===== src/rtl/regbank_pkg.sv =====
//------------------------------------------------------------------------------
// Module   : regbank_pkg
// Brief    : Shared widths and word type for the execute-stage register bank.
// Revision : 1.0 - initial release
//------------------------------------------------------------------------------
`default_nettype none

package regbank_pkg;
    localparam int BUS     = 32;
    localparam int DIR     = 4;
    localparam int REG_NUM = 2 ** DIR;

    typedef logic [BUS-1:0] word_t;
endpackage

`default_nettype wire


===== src/rtl/regbank_storage.sv =====
//------------------------------------------------------------------------------
// Module   : regbank_storage
// Brief    : reg_num x bus register array, one write port, four async reads.
// Revision : 1.0 - initial release
//------------------------------------------------------------------------------
`default_nettype none

module regbank_storage
    import regbank_pkg::*;
#(
    parameter int bus     = BUS,
    parameter int dir     = DIR,
    parameter int reg_num = REG_NUM
) (
    input  logic           clk,
    input  logic           rst,
    input  logic           i_we,
    input  logic [dir-1:0] i_wa,
    input  logic [bus-1:0] i_wd,
    input  logic [dir-1:0] i_ra0,
    input  logic [dir-1:0] i_ra1,
    input  logic [dir-1:0] i_ra2,
    input  logic [dir-1:0] i_ra3,
    output logic [bus-1:0] o_rd0,
    output logic [bus-1:0] o_rd1,
    output logic [bus-1:0] o_rd2,
    output logic [bus-1:0] o_rd3
);

    logic [bus-1:0] r_mem_q [reg_num];
    logic [bus-1:0] w_mem_d [reg_num];

    always_comb begin
        w_mem_d = r_mem_q;
        if (i_we) begin
            w_mem_d[i_wa] = i_wd;
        end
    end

    always_ff @(posedge clk) begin
        if (rst) begin
            for (int i = 0; i < reg_num; i++) begin
                r_mem_q[i] <= '0;
            end
        end else begin
            r_mem_q <= w_mem_d;
        end
    end

    // Reads see the stored (pre-write) contents; bypassing is done by the caller.
    assign o_rd0 = r_mem_q[i_ra0];
    assign o_rd1 = r_mem_q[i_ra1];
    assign o_rd2 = r_mem_q[i_ra2];
    assign o_rd3 = r_mem_q[i_ra3];

endmodule

`default_nettype wire


===== src/rtl/register_bank.sv =====
//------------------------------------------------------------------------------
// Module   : register_bank
// Brief    : 16x32 register file with registered read ports and PC pipe stage.
// Revision : 1.0 - initial release
//------------------------------------------------------------------------------
`default_nettype none

module register_bank
    import regbank_pkg::*;
#(
    parameter int bus     = BUS,
    parameter int dir     = DIR,
    parameter int reg_num = REG_NUM
) (
    input  logic           clk,
    input  logic           rst,
    input  logic [dir-1:0] RD,
    input  logic [dir-1:0] RS,
    input  logic [dir-1:0] RX,
    input  logic [dir-1:0] RK,
    input  logic [bus-1:0] WB,
    input  logic [bus-1:0] PCi,
    input  logic           WE,
    input  logic           RE,
    output logic [bus-1:0] StrReg,
    output logic [bus-1:0] RSd,
    output logic [bus-1:0] RXd,
    output logic [bus-1:0] RKd,
    output logic [bus-1:0] PCo
);

    logic [bus-1:0] w_rs_raw, w_rx_raw, w_rk_raw, w_str_raw;
    logic [bus-1:0] w_rsd_d, w_rxd_d, w_rkd_d, w_str_d;
    logic [bus-1:0] r_rsd_q, r_rxd_q, r_rkd_q, r_str_q, r_pc_q;

    regbank_storage #(
        .bus     (bus),
        .dir     (dir),
        .reg_num (reg_num)
    ) u_storage (
        .clk   (clk),
        .rst   (rst),
        .i_we  (WE),
        .i_wa  (RD),
        .i_wd  (WB),
        .i_ra0 (RS),
        .i_ra1 (RX),
        .i_ra2 (RK),
        .i_ra3 (RD),
        .o_rd0 (w_rs_raw),
        .o_rd1 (w_rx_raw),
        .o_rd2 (w_rk_raw),
        .o_rd3 (w_str_raw)
    );

    // Source operands are write-first; store data is read-first (pre-write value).
    always_comb begin
        w_rsd_d = r_rsd_q;
        w_rxd_d = r_rxd_q;
        w_rkd_d = r_rkd_q;
        w_str_d = r_str_q;
        if (RE) begin
            w_rsd_d = (WE && (RS == RD)) ? WB : w_rs_raw;
            w_rxd_d = (WE && (RX == RD)) ? WB : w_rx_raw;
            w_rkd_d = (WE && (RK == RD)) ? WB : w_rk_raw;
            w_str_d = w_str_raw;
        end
    end

    always_ff @(posedge clk) begin
        if (rst) begin
            r_rsd_q <= '0;
            r_rxd_q <= '0;
            r_rkd_q <= '0;
            r_str_q <= '0;
            r_pc_q  <= '0;
        end else begin
            r_rsd_q <= w_rsd_d;
            r_rxd_q <= w_rxd_d;
            r_rkd_q <= w_rkd_d;
            r_str_q <= w_str_d;
            r_pc_q  <= PCi;
        end
    end

    assign RSd    = r_rsd_q;
    assign RXd    = r_rxd_q;
    assign RKd    = r_rkd_q;
    assign StrReg = r_str_q;
    assign PCo    = r_pc_q;

endmodule

`default_nettype wire


===== config.mk =====
export PLATFORM = sky130hd
export DESIGN_NAME = register_bank
export DESIGN_NICKNAME = d
export VERILOG_FILES = /design/src/rtl/regbank_pkg.sv /design/src/rtl/regbank_storage.sv /design/src/rtl/register_bank.sv
export SDC_FILE = /design/constraint.sdc
export NUM_CORES = 2
export LEC_CHECK = 0
export CORE_UTILIZATION = 29
export CTS_CLUSTER_SIZE = 25
export DETAILED_ROUTE_END_ITERATION = 16
export HOLD_SLACK_MARGIN = 0.08
export MAX_ROUTING_LAYER = met4
export PLACE_DENSITY = 0.41
export SLEW_MARGIN = 40
export SYNTH_ARGS = -nofsm -noshare
export SYNTH_HDL_FRONTEND = slang
export SYNTH_HIERARCHICAL = 1
export SYNTH_SLANG_ARGS = --single-unit

===== constraint.sdc =====
create_clock -name clk -period 2.59 [get_ports clk]
set_input_delay 0.518 -clock clk [delete_from_list [all_inputs] [get_ports clk]]
set_output_delay 0.518 -clock clk [all_outputs]
set_load 0.02 [all_outputs]

; Yosys cells after proc, flatten, opt, wreduce, memory -nomap -nowiden
; Index checks and enable logic that the tools add are counted.
[word_totals]
register_bits = 672
latchBits = 0
ram_bits = 0
mem_bits_ro = 0
inputBits = 84
output_inout_bits = 160
wordCells = 55
n_memories = 0
[op_classes]
n_addsub = 0
mul = 0
n_div = 0
order_cmp = 5
n_eq_ne = 3
shift = 0
n_mux = 18
n_bitwise = 4
reduce_logical = 4
[ops]
columns = operator, count
row1 = 32-bit binary-select mux with 4-bit select, 4
row2 = 512-bit bitwise mux, 1
row3 = 32-bit two-way mux, 12
row4 = 32-bit demux with 4-bit select, 1
row5 = 5-bit >= comparator (second input constant), 4
row6 = 4-bit NOT with 5-bit output, 4
row7 = 4-bit == test, 3
row8 = 5-bit by 1-bit less-than comparator with 1-bit output (second input constant), 1
row9 = 1-bit logical AND, 4

; Depth between registers and ports, before layout
[logic_depth]
depth_word = 6
mapped_depth = 8
depth_no_buf = 5

; Cells and area by module
; Netlist, hierarchy kept.
[modules_own_cells]
columns = mod, instances, cells_each, area_per_inst_um2, seq_area_each_um2
row1 = regbank_storage, 1, 3493, 34433.0, 10249.8
row2 = register_bank, 1, 751, 6755.2, 3203.1

; Least setup slack after synthesis
; Ideal clock, no wire load.
[synth_path]
path_kind = input to register
startpoint = input port RS[0]
endpoint = register r_rsd_q[10] (netlist: RSd[10])
setup_ns = 0.146
arrival_time_ns = 1.839
required_time_ns = 2.444
path_slack_ns = 0.605
stages = 7
n_path_buf = 2
cell_sequence = buf_4 > buf_2 > mux4_2 > a22oi_1 > nand2_1 > o21ai_0 > a311oi_2
[synth_between]
elab_chain_cells = 5
[synth_rtl]
columns = item, line_no
row1 = "start, declared", register_bank.sv:18  ; input logic [dir-1:0] RS,
row2 = 4-bit NOT with 5-bit output (implied by the code), regbank_storage.sv:51  ; assign o_rd0 = r_mem_q[i_ra0];
row3 = 32-bit binary-select mux with 4-bit select, regbank_storage.sv:51
row4 = 32-bit two-way mux (implied by the code) (2 in series), regbank_storage.sv:51
row5 = via w_rs_raw[10], register_bank.sv:32  ; logic [bus-1:0] w_rs_raw, w_rx_raw, w_rk_raw, w_str_raw;
row6 = 32-bit two-way mux, register_bank.sv:63  ; w_rsd_d = (WE && (RS == RD)) ? WB : w_rs_raw;
row7 = "end signal, assigned", register_bank.sv:78  ; r_rsd_q <= w_rsd_d;
row8 = "end, declared", register_bank.sv:34  ; logic [bus-1:0] r_rsd_q, r_rxd_q, r_rkd_q, r_str_q, r_pc_q;
; The timed path passes the listed nets, and every way through them passes these cells. The select of a mux whose other input is x is not followed.
; A chain may end at the register's enable or synchronous reset.

; Worst setup path after layout
[layout_path]
startpoint = register r_rsd_q[12] (netlist: RSd[12])
endpoint = output port RSd[12]
[layout_lines]
columns = item, line_no
row1 = "end, declared", register_bank.sv:26  ; output logic [bus-1:0] RSd,
; No word-level cell between the ends.

==> metrics.txt <==
status completed; syn avg cell area 9.705 um^2; vias in the first global route roughly 37,000; clk root buf clkbuf_16; peak supply drop 0.0003846 V; Hold Crit Class in2reg; Initial Util 29.37%; Routed Antenna Nets 0; Slew HR 49.33%; Remaining Overflow, GRT 0; Cells after Synth 4,244; core area about 140,000 um^2; final-stage net count 4,396; 1st-pass router iterations 6; combinational power share 16.0%; worst setup margin 206.9 ps; R2R setup slack 590 ps; total length of routed wires 200,400 um; # setup viols final 0; #FFs+latches synth 672; P_sw 8.241 mW; slowest cell on the critical path clkdlybuf4s50_1; CP Data Required Time 2070 ps; synth top area cells dfxtp_1, mux4_2, nand3_1; Yosys cell types 34; design area between 50,000 and 60,000 um^2; Sum Neg Setup Slack 0 ps; pin slew with the least headroom to its limit 760.1 ps; first-pass GRT wire length 285,800 um; CP Capture Type output pin; CTS tree done; Flop pwr share 38.2%; Sw Ratio 29.24%; top cells by count, synth dfxtp_1, nand3_1, o21ai_0; Max Slew Vio Count 0; RSZ-0062 raised after global routing no; Clock Path Buffers 3; minimum period implied by the final worst setup slack 2383 ps; CTS Hold Bufs 0; area of the multi-input gates 25,180 um^2; share of layout cells above drive strength 1 24.45%; worst-path fanout max 2; setup bufs post-CTS 0; antenna violations before repair 10; Buffers & Inverters on Critical Path 1; Ys Warns 6; Post-Route Skew 21.28 ps; area leader, netlist dfxtp_1; internal power 19.94 mW; ys async rst share 0%; post-CTS resize count 0; Worst EP arrival 1870 ps; Routability Congestion 0.8955; post-synth top area share 32.66%; Final Hold Vio Count 0; Cell Rows 137; die width 378.9 um; DP HPWL 128,800 um; Post-Syn Area between 40,000 and 50,000 um^2; crit-path max cell delay 670 ps; Vias approximately 40,000; P_leak 16.41 nW; clock power share 45.8%; syn nets between 4,000 and 5,000; Util after Layout 36.28%; GRT Total Usage 28.08%; Remaining DRCs 0; # IOs 244; fillers 14,010; CTS Buf Count 84; Power, Total 28.18 mW; Post-synth EDFFs 0; most frequent cell after synthesis dfxtp_1; Post-DP Area 47,920 um^2; crit path cell chain clkdlybuf4s50_1; routed vias/inst 6.321; port bufs 243; H-tree levels 3; area grow syn2layout 23.52%; Primary FF master, synth dfxtp_1; sequential-to-total area share from yosys stat 32.66%; pin count of the biggest net entering global routing 85; WS Path Type reg2out; Power per Cell Area 553.9 nW/um^2; dpl ws -309.2 ps; clock-pin slew on the worst setup and hold paths 60 ps; FF+latch area 13,450 um^2; Die H roughly 380 um; CTS sink count around 670; CP Launch Type flip-flop; Top delay family on crit path buffers and inverters; clk_lat worst skew 690 ps; area of the die about 140,000 um^2; maximum clock rate 419.6 MHz; Final Cycle Share 92.01%; drt wl/cell 32.02 um; maxcap violations 0; initial DRC count 4,979
[power groups by stage]
stage	Clock (mW)	Sequential [mW]	Combinational (mW)
2_1_floorplan	0	11.0	2.10
3_3_place_gp	0	11.0	4.48
3_5_place_dp	0	11.0	4.47
4_1_cts	13.1	10.7	4.48
5_1_grt	13.5	10.8	4.67
6_report	12.9	10.8	4.52
[worst paths after layout]
| check | depth (start not counted) | to | start |
|---|---|---|---|
| hold reg to reg | 2 | RSd[22] | RSd[22] |
| setup reg to reg | 5 | RXd[12] | u_storage/r_mem_q[492] |
| hold / removal | 2 | StrReg[0] | rst |
| setup / recovery | 1 | RSd[12] | RSd[12] |
[sequential cells by signal (all words and copies together), names as in the netlist]
register,flops
u_storage/r_mem_q,512
RXd,32
RKd,32
PCo,32
StrReg,32
RSd,32
[layout by cell type, fill, tap and decap left out, types with 4 or more instances in the layout]
master           Yosys  routed
dfxtp_1            672     672
nand3_1            611     608
o21ai_0            567     567
mux4_2             512     512
a21oi_1            512     512
a22oi_1            256     256
clkdlybuf4s50_1      0     233
buf_4               39     187
buf_12               0     153
nor2_1             133     128
nand2_1            131     128
clkbuf_16            0      85
a311oi_1            72      72
o21ai_1             41      41
mux2i_1             32      32
nor2b_1             42      32
a311oi_2            24      24
clkbuf_8             0      24
clkinv_2             0      16
bufinv_16            0      11
nor2b_4              0      10
xnor2_1              9       9
clkbuf_1           374       7
diode_2              0       6
and2_2               0       6
buf_8                0       6
clkinvlp_4           0       5
nor2_4               0       5
nand2b_1             6       4
[final cells by class]
| class | instances | share of cell area, % |
|---|---|---|
| Tap cell | 1876 | 4.614 |
| Inverter | 1 | 0.007378 |
| Antenna cell | 6 | 0.02951 |
| Multi-Input combinational cell | 2970 | 49.48 |
| Timing Repair Buffer | 583 | 13.63 |
| Clock inverter | 35 | 0.9321 |
| Sequential cell | 672 | 26.44 |
| Clock buffer | 115 | 4.855 |
[routing by layer]
| layer | global-route usage (%) | up-vias | share of wire (%) |
|---|---|---|---|
| li1 | - | 16600 | - |
| met1 | 40.30 | 20510 | 45 |
| met2 | 39.41 | 2187 | 42 |
| met3 | 6.475 | 264 | 10 |
| met4 | 6.916 | 0 | 2.3 |
| met5 | - | - | 0 |
[per-stage QoR]
step / cells / hold WS (ps)
5_1_grt: 6254 / 275.6
4_1_cts: 6252 / 214.1
3_3_place_gp: 6102 / 474.2
6_report: 6258 / 252.3
2_1_floorplan: 4244 / 479.9
3_5_place_dp: 6102 / 478.7
[cells by family (layout without fill, tap and decap cells)]
logic type	Yosys count	count (layout)	synth area share, %
xor+xnor	9	9	0.1914
mux	544	544	28.77
simple gates	943	943	10.90
flops	672	672	32.66
buf+inv	602	734	6.726
compound gates	1474	1474	20.75
other cells	0	6	0
No activity file was read; power rests on OpenSTA's default activity.
